### config.mk
export PLATFORM = sky130hd
export DESIGN_NAME = cpu_pipe
export DESIGN_NICKNAME = d
export VERILOG_FILES = /design/src/rtl/cpu_pipe.sv
export SDC_FILE = /design/constraint.sdc
export NUM_CORES = 2
export LEC_CHECK = 0
export BUFFER_PORTS_ARGS = -buffer_cell sky130_fd_sc_hd__buf_2
export CAP_MARGIN = 20
export CELL_PAD_IN_SITES_DETAIL_PLACEMENT = 1
export CELL_PAD_IN_SITES_GLOBAL_PLACEMENT = 2
export CORE_MARGIN = 3
export CORE_UTILIZATION = 43
export CTS_CLUSTER_DIAMETER = 60
export CTS_CLUSTER_SIZE = 28
export DETAILED_ROUTE_END_ITERATION = 6
export PLACE_DENSITY = 0.85
export SETUP_SLACK_MARGIN = 0.4
export SYNTH_ARGS = -nofsm -noshare
export SYNTH_HDL_FRONTEND = slang
export SYNTH_SLANG_ARGS = --single-unit
### constraint.sdc
create_clock -name clk -period 11.03 [get_ports clk]
set_input_delay 1.103 -clock clk [delete_from_list [all_inputs] [get_ports clk]]
set_output_delay 1.103 -clock clk [all_outputs]
set_load 0.02 [all_outputs]
### src/rtl/cpu_pipe.sv
// Two-stage fetch/execute core: 16-bit instructions, 16 registers,
// stalling fetch handshake, branch flush, halt/resume and debug read port.
module cpu_pipe #(
    parameter int unsigned WIDTH    = 16,
    parameter int unsigned ADDR_W   = 16,
    parameter int unsigned RESET_PC = 0
) (
    input  logic              clk,
    input  logic              clear,
    output logic [ADDR_W-1:0] ins_addr,
    output logic              ins_req,
    input  logic [15:0]       ins,
    input  logic              ins_valid,
    input  logic              resume,
    output logic              halted,
    output logic              retire,
    input  logic [3:0]        dbg_sel,
    output logic [WIDTH-1:0]  dbg_data
);

    typedef enum logic {RUN, HALT} state_t;

    state_t state, state_nx;

    logic [ADDR_W-1:0] pc, ir_pc;
    logic [15:0]       ir;
    logic              ir_valid;
    logic [WIDTH-1:0]  regs [16];

    logic [3:0]         op, d, s1, s2;
    logic [WIDTH-1:0]   a, b, cur, pc_ext, link_val;
    logic [2*WIDTH-1:0] prod_u, prod_s;
    logic               exec_ok, accept;
    logic               wr_en, hi_en, link_en, redir, go_halt;
    logic [WIDTH-1:0]   wr_val, hi_val;
    logic [ADDR_W-1:0]  target;

    assign op = ir[15:12];
    assign d  = ir[11:8];
    assign s1 = ir[7:4];
    assign s2 = ir[3:0];

    // Inside E, r15 is the address of the instruction being executed
    assign pc_ext   = WIDTH'(ir_pc);
    assign a        = (s1 == 4'h0) ? '0 : (s1 == 4'hF) ? pc_ext : regs[s1];
    assign b        = (s2 == 4'h0) ? '0 : (s2 == 4'hF) ? pc_ext : regs[s2];
    assign cur      = (d == 4'h0) ? '0 : (d == 4'hF) ? pc_ext : regs[d];
    assign link_val = pc_ext + {{(WIDTH-1){1'b0}}, 1'b1};

    assign prod_u = {{WIDTH{1'b0}}, a} * {{WIDTH{1'b0}}, b};
    assign prod_s = {{WIDTH{a[WIDTH-1]}}, a} * {{WIDTH{b[WIDTH-1]}}, b};

    assign ins_req  = (state == RUN) & ~clear;
    assign ins_addr = pc;
    assign accept   = ins_req & ins_valid;
    assign exec_ok  = ir_valid & (state == RUN);
    assign retire   = exec_ok;
    assign halted   = (state == HALT);

    assign dbg_data = (dbg_sel == 4'h0) ? '0 :
                      (dbg_sel == 4'hF) ? WIDTH'(pc) : regs[dbg_sel];

    always_comb begin
        wr_en   = 1'b0;
        wr_val  = '0;
        hi_en   = 1'b0;
        hi_val  = '0;
        link_en = 1'b0;
        redir   = 1'b0;
        target  = '0;
        go_halt = 1'b0;
        if (exec_ok) begin
            case (op)
                4'h0: wr_en = 1'b1;
                4'h1: begin wr_en = 1'b1; wr_val = a + b; end
                4'h2: begin wr_en = 1'b1; wr_val = a - b; end
                4'h3: begin
                    wr_en  = 1'b1;
                    wr_val = prod_u[WIDTH-1:0];
                    hi_en  = 1'b1;
                    hi_val = prod_u[2*WIDTH-1:WIDTH];
                end
                4'h4: begin wr_en = 1'b1; wr_val = a & b; end
                4'h5: begin wr_en = 1'b1; wr_val = a | b; end
                4'h6: begin wr_en = 1'b1; wr_val = a ^ b; end
                4'h7: begin
                    wr_en  = 1'b1;
                    wr_val = prod_s[WIDTH-1:0];
                    hi_en  = 1'b1;
                    hi_val = prod_s[2*WIDTH-1:WIDTH];
                end
                4'h8: begin wr_en = 1'b1; wr_val = a << b; end
                4'h9: begin wr_en = 1'b1; wr_val = a >> b; end
                4'hA: if (b == '0) begin wr_en = 1'b1; wr_val = a; end
                4'hB: if (b != '0) begin wr_en = 1'b1; wr_val = a; end
                4'hC: begin
                    redir   = 1'b1;
                    target  = a[ADDR_W-1:0];
                    link_en = 1'b1;
                end
                4'hD: go_halt = 1'b1;
                4'hE: begin wr_en = 1'b1; wr_val = WIDTH'(ir[7:0]); end
                default: begin
                    wr_en        = 1'b1;
                    wr_val       = cur;
                    wr_val[15:8] = ir[7:0];
                end
            endcase
            if (wr_en && d == 4'hF) begin
                redir  = 1'b1;
                target = wr_val[ADDR_W-1:0];
            end
        end
    end

    always_comb begin
        state_nx = state;
        case (state)
            RUN:     if (go_halt) state_nx = HALT;
            default: if (resume) state_nx = RUN;
        endcase
    end

    always_ff @(posedge clk or posedge clear) begin
        if (clear) begin
            state    <= RUN;
            pc       <= ADDR_W'(RESET_PC);
            ir_pc    <= '0;
            ir       <= '0;
            ir_valid <= 1'b0;
            for (int i = 0; i < 16; i++) regs[i] <= '0;
        end else begin
            state <= state_nx;
            // Halt and redirect both squash the fetch accepted this cycle
            if (go_halt) begin
                pc       <= ir_pc + ADDR_W'(1);
                ir_valid <= 1'b0;
            end else if (redir) begin
                pc       <= target;
                ir_valid <= 1'b0;
            end else if (accept) begin
                ir       <= ins;
                ir_pc    <= pc;
                ir_valid <= 1'b1;
                pc       <= pc + ADDR_W'(1);
            end else begin
                ir_valid <= 1'b0;
            end
            if (wr_en && d != 4'h0 && d != 4'hF) regs[d] <= wr_val;
            if (hi_en) regs[8] <= hi_val;
            if (link_en) regs[4] <= link_val;
        end
    end

endmodule

# Word level (Yosys, flattened, before mapping)

Index checks and enable logic that the tools add are counted.

Add/sub/neg operators: 4
$mul: 2
Magnitude comparators: 5
Equal/unequal tests: 19
Shift-type cells: 2
Mux-type cells: 57
Bitwise gates (word level): 14
Reduce and logical (&&, ||, !) cells: 19

Operator list:

| operator                                                               | number |
|---|---|
| 16-bit 2-to-1 mux                                                      | 25 |
| 16-bit binary-select mux with 4-bit select                             | 4 |
| 256-bit bitwise mux                                                    | 1 |
| 16-bit case mux with 13 select lines                                   | 1 |
| 192-bit 2-to-1 mux                                                     | 1 |
| 16-bit demux with 4-bit select                                         | 1 |
| 16-bit by 16-bit multiplier with 32-bit output                         | 2 |
| 4-bit equality test (second input constant)                            | 11 |
| 16-bit by 1-bit adder with 16-bit output (second input constant)       | 2 |
| 8-bit 2-to-1 mux                                                       | 4 |
| 16-bit case mux with 2 select lines                                    | 1 |
| 5-bit >= comparator (second input constant)                            | 4 |
| 4-bit zero test                                                        | 5 |
| 4-bit inverter with 5-bit output                                       | 4 |
| 1-bit 2-to-1 mux                                                       | 18 |
| 16-bit adder                                                           | 1 |
| 16-bit AND                                                             | 1 |
| 4-bit by 3-bit equality test with 1-bit output (second input constant) | 4 |
| 16-bit zero test                                                       | 1 |
| 16-bit bitwise OR                                                      | 1 |
| 16-bit nonzero test                                                    | 1 |
| 16-bit by 16-bit left shift with 16-bit output                         | 1 |
| 16-bit by 16-bit >> shifter with 16-bit output                         | 1 |
| 16-bit subtractor                                                      | 1 |
| other kinds (15)                                                       | 26 |

Register bits: 306
Input port bits: 24
Word-level logic and storage cells: 143

# Logic depth before layout (Yosys ltp)

Depth after elaboration: 15
Gate-level depth with buffers: 38
Gate-level depth less buffers: 31

# Worst setup path after synthesis

OpenSTA, ideal clock, no wires.

Kind: flip-flop to flip-flop
Start point: reg ir[2]
End point: reg regs[126] (netlist name)
Setup time: 0.143 ns
Arrival: 8.305 ns
Slack: 2.583 ns
Cell stages (with the launch flop): 33
Cell sequence: dfrtp_1 buf_6 buf_6 nor2_1 a221oi_1 a221o_1 buf_2 clkinv_1 clkbuf_1 clkbuf_1 buf_1 nand2_1 inv_1 fa_1 fa_1 fa_1 fa_1 fa_1 inv_1 fa_1 inv_1 ha_1 a21o_1 a21o_1 a21o_1 a21oi_1 nor2b_1 a2111oi_0 o21bai_1 a21oi_1 xnor2_1 a221oi_1 a31oi_1

Cells in the longest elaborated chain, start to end: 14

Ends and longest elaborated chain:

| what                                                                                                   | RTL line | source |
|---|---|---|
| from (decl)                                                                                            | 26       | `logic [15:0] ir;` |
| from (signal assigned)                                                                                 | 142      | `ir <= ins;` |
| 4-bit inverter with 5-bit output (not written as such)                                                 | 46       | `assign b = (s2 == 4'h0) ? '0 : (s2 == 4'hF) ? pc_ext : regs[s2];` |
| 16-bit binary-select mux with 4-bit select                                                             | 46       |  |
| 16-bit 2-to-1 mux (not written as such) (2 in series)                                                  | 46       |  |
| 16-bit 2-to-1 mux                                                                                      | 46       |  |
| 16-bit 2-to-1 mux *                                                                                    | 46       |  |
| parallel branches: the longest is 8 deep, another holds 16-bit by 16-bit multiplier with 32-bit output | -        |  |
| to (signal, indexed assignment)                                                                        | 149      | `if (wr_en && d != 4'h0 && d != 4'hF) regs[d] <= wr_val;` |
| to (decl)                                                                                              | 28       | `logic [WIDTH-1:0] regs [16];` |

Every way passes the cells marked *. The select of a mux whose other input is x is not followed.
A chain may end at the register's enable or synchronous reset.

# Worst setup path after layout

Start point: reg ir[5]
End point: reg pc[15] (netlist: ins_addr[15])

Cells in the longest elaborated chain, start to end: 12

Ends and longest elaborated chain:

| what                                                                   | RTL line | source |
|---|---|---|
| 4-bit inverter with 5-bit output (not written as such)                 | 45       | `assign a = (s1 == 4'h0) ? '0 : (s1 == 4'hF) ? pc_ext : regs[s1];` |
| 16-bit binary-select mux with 4-bit select                             | 45       |  |
| 16-bit 2-to-1 mux (not written as such) (2 in series)                  | 45       |  |
| 16-bit 2-to-1 mux                                                      | 45       |  |
| 16-bit 2-to-1 mux *                                                    | 45       |  |
| 16-bit by 16-bit multiplier with 32-bit output (tied with other cells) | 51       | `assign prod_s = {{WIDTH{a[WIDTH-1]}}, a} * {{WIDTH{b[WIDTH-1]}}, b};` |
| 16-bit case mux with 13 select lines                                   | 73       | `case (op)` |
| 16-bit 2-to-1 mux *                                                    | 109      | `if (wr_en && d == 4'hF) begin` |
| 16-bit 2-to-1 mux *                                                    | 72       | `if (exec_ok) begin` |
| 16-bit 2-to-1 mux *                                                    | 138      | `end else if (redir) begin` |
| 16-bit 2-to-1 mux *                                                    | 135      | `if (go_halt) begin` |
| to (signal assigned)                                                   | 136      | `pc <= ir_pc + ADDR_W'(1);` |
| to (signal assigned)                                                   | 139      | `pc <= target;` |
| to (signal assigned)                                                   | 145      | `pc <= pc + ADDR_W'(1);` |
| to (decl)                                                              | 25       | `logic [ADDR_W-1:0] pc, ir_pc;` |

Every way passes the cells marked *; elsewhere a longest branch is shown, timed or not. The select of a mux whose other input is x is not followed.

==> results.yml <==
pwr:
  internal_power_uw: 5670
  power_density_nw_per_um2: 319
  peakVddDrop_mv: 0.270
  p_leak_uw: 0.0185
  switching_share: 0.564
  p_comb_frac: 0.786
  power.net_switching_uw: 7330
  power_frac_seq: 0.135
  power_frac_clock: 0.078
timing:
  rsz0062_at_grt: "false"
  relSlewSlack: 0.177
  finalHoldViolations: 0
  finClkSkew_ns: 0.0263
  finalSetupViolations: 0
  period_share: 0.942
  max_freq_mhz: 96.2
  slew_violations: 0
  tightest_slew_ns: 1.23
  setup_tns_ns: 0
  whs_ns: 0.383
  setup_slack_ns: 0.639
  layout_min_cycle_time_ns: 10.39
cts:
  numCtsBuffers: 24
  cts-root-buf: "clkbuf_16"
  cts.htree.levels: 1
  cts.clk_slew.worst_paths_ns: 0.10
  clockBufferDepth: 3
  clock_sinks: 302
  cts_tree: "done"
  clock_latency_ns: 0.60
global_routing:
  grt_use_total: 0.353
  antenna_found_initial: 4
  grt_start_max_net_pins: 177
  grt-ovfl-total: 0
  grt_pass1_wl_mm: 244
  grt_pass1_vias: 35411
logic_synthesis:
  synth.top_cells.by_count: "530 x inv_1, 452 x nand2_1, 368 x fa_1, 302 x dfrtp_1, 272 x nor2_1"
  yosysMostFrequentCell: "inv_1"
  ys_top_cells_by_area: "dfrtp_1 20%, fa_1 19%, mux4_2 9.5%"
  yosysTopAreaCell: "dfrtp_1"
  ys_ff_latch: 302
  synth-async-reset-ratio: 1.00
  synth_top_area_frac: 0.198
  syn_nets: 4655
  synth.distinct_cells: 110
  synth_ff_type: "dfrtp_1"
  syn_avg_cell_area_um2: 9.40
  synth_cells: 4061
  syn_area_um2: 38200
  synth_edf_count: 0
  yosys_warnings: 0
  ys_seq_area_frac: 0.198
finish:
  post-route-util: 0.466
  fin_nets: 4593
  area_growth_pct: 6.67
  fillers: 9924
  seq_area_um2: 7580
  n_antenna_cell: 0
  multiInputGateArea_um2: 27400
  drive_gt1_frac: 0.158
  final_cells: 5172
floorplanning:
  start_util: 0.437
  die-area_um2: 92400
  die_h_um: 304
  fp.dieW_um: 304
  boundaryPins: 59
  placementRows: 108
  core_um2: 87400
routing:
  final_antenna_net_count: 0
  drtIter0Drc: 3806
  drcViolationCount: 0
  viasPerCell: 6.54
  wl_per_cell_um: 31.7
  totalWireLength_mm: 164
  dr.pass1.iters: 5
  vias: 33807
worst_setup_path:
  cp_num_buf_inv: 9
  worst-setup-path-type: "flip-flop to flip-flop"
  reg2reg_to: "ins_addr[15]"
  cp_max_fo: 32
  cp.arrival_ns: 10.88
  crit_required_ns: 11.52
  r2r_setup_slack_ns: 0.64
  startpoint_type: "flip-flop"
  max_stage_delay_ns: 0.84
  crit_top_cell: "inv_1"
  cp_slowest_cell: "o32ai_2"
  timing.rr.start: "ir[5]"
  ff2ff_path_depth: 29
  crit_family: "adder cells"
  end_kind: "flip-flop"
worst_hold_path:
  hold_path_class: "flip-flop to flip-flop"
  worstHoldStart: "regs[8]"
  holdPathStages: 0
  holdPathEnd: "regs[8]"
placement:
  dp_slack_ns: 0.804
  dp_cells: 5126
  place_congestion: 1.01
  hpwlAfterDp_mm: 125
  portBuffers: 58
job:
  drv_cap: 0
status:
  outcome: "finished clean"
==> worst max path at each step <==
stage               startpoint            to  slack (ns)  cells after the start
floorplan                clear        halted        1.58                      1
global placement         ir[5]  ins_addr[15]         1.0                     29
detailed placement       ir[5]  ins_addr[15]        0.80                     29
CTS                      ir[5]  ins_addr[15]        0.87                     29
global route             ir[5]     regs[191]        0.44                     29
finish                   ir[5]  ins_addr[15]        0.64                     29
==> flip-flops by register name (all words and copies together), names as in the netlist <==
register  count
ir_pc        16
halted        1
ins_addr     16
ir_valid      1
ir           16
regs        252
==> timing repair <==
action | 4_1_cts | 5_1_grt
resized for setup | 0 | 2
buffers inserted | 0 | 0
hold buffers | 0 | 0
endpoints found under the setup margin | 0 | 11
==> metrics by stage <==
stage	instance area, um^2	total power, uW
floorplan	38200	8480
global placement	39800	11600
detailed placement	39800	11800
CTS	40700	12900
global route	40700	14100
finish	40700	13000
==> worst register-to-register path, delay by kind of cell (launching register included) <==
family,cells,cell delay (ns)
AO/OA/AOI/OAI,8,3.08
flip-flops,1,0.79
AND/OR/NAND/NOR,4,0.94
multiplexers,1,0.40
adder cells (fa/ha/maj),7,3.49
buffers and inverters,9,1.59
==> per-layer routing <==
layer	up-vias	GRT usage	wire, um
li1	13907	-	-
met1	17463	0.491	66600
met2	2019	0.529	71200
met3	414	0.0882	18000
met4	4	0.141	8290
met5	-	0	28
==> layout by cell type, fill, tap and decap left out, types with 11 or more instances in the layout <==
master,Yosys,layout
a211oi_1,35,35
a21o_1,33,33
a21oi_1,151,150
a221o_1,16,16
a221oi_1,34,33
a22oi_1,20,20
a31oi_1,32,32
and3_1,20,20
buf_2,49,56
buf_4,18,138
clkbuf_16,0,24
dfrtp_1,302,293
fa_1,368,368
ha_1,202,202
inv_1,530,528
mux2_1,11,11
mux2_2,131,131
mux2i_1,94,94
mux4_2,161,161
nand2_1,452,449
nand2b_1,21,21
nand3_1,41,41
nand4_1,23,23
nor2_1,272,271
nor2b_1,27,26
nor3_1,40,36
o211ai_1,25,25
o21a_1,26,26
o21ai_0,238,238
o21ai_1,32,32
o21bai_1,11,11
o221ai_1,29,29
o22ai_1,36,36
o31ai_1,20,19
or2_2,16,16
or3_1,12,12
xnor2_1,87,87
xor2_1,26,26
==> power by group through the flow <==
stage          combinational [uW]  clock (uW)  sequential [uW]
2_1_floorplan                6960           0             1520
3_3_place_gp                 9900           0             1730
3_5_place_dp                10100           0             1740
4_1_cts                     10200        1020             1720
5_1_grt                     11300        1070             1760
6_report                    10200        1020             1760
==> cell families after synthesis <==
logic type	Yosys count	synth area share
buffers and inverters	829	0.0878
muxes	399	0.162
DFF	302	0.198
AOI/OAI and AO/OA	858	0.150
adders and majority gates	570	0.259
xor gates and xnor gates	114	0.0265
and+or+nand+nor	989	0.116
==> cell type report <==
cell class / count / area share
multi-input cells: 2930 / 0.672
repair buffers: 198 / 0.0343
clock inverters: 19 / 0.00703
flip-flops and latches: 302 / 0.186
well taps: 1155 / 0.0355
inverters: 543 / 0.0504
clock buffers: 25 / 0.0148
No activity file was read; power rests on OpenSTA's default activity.
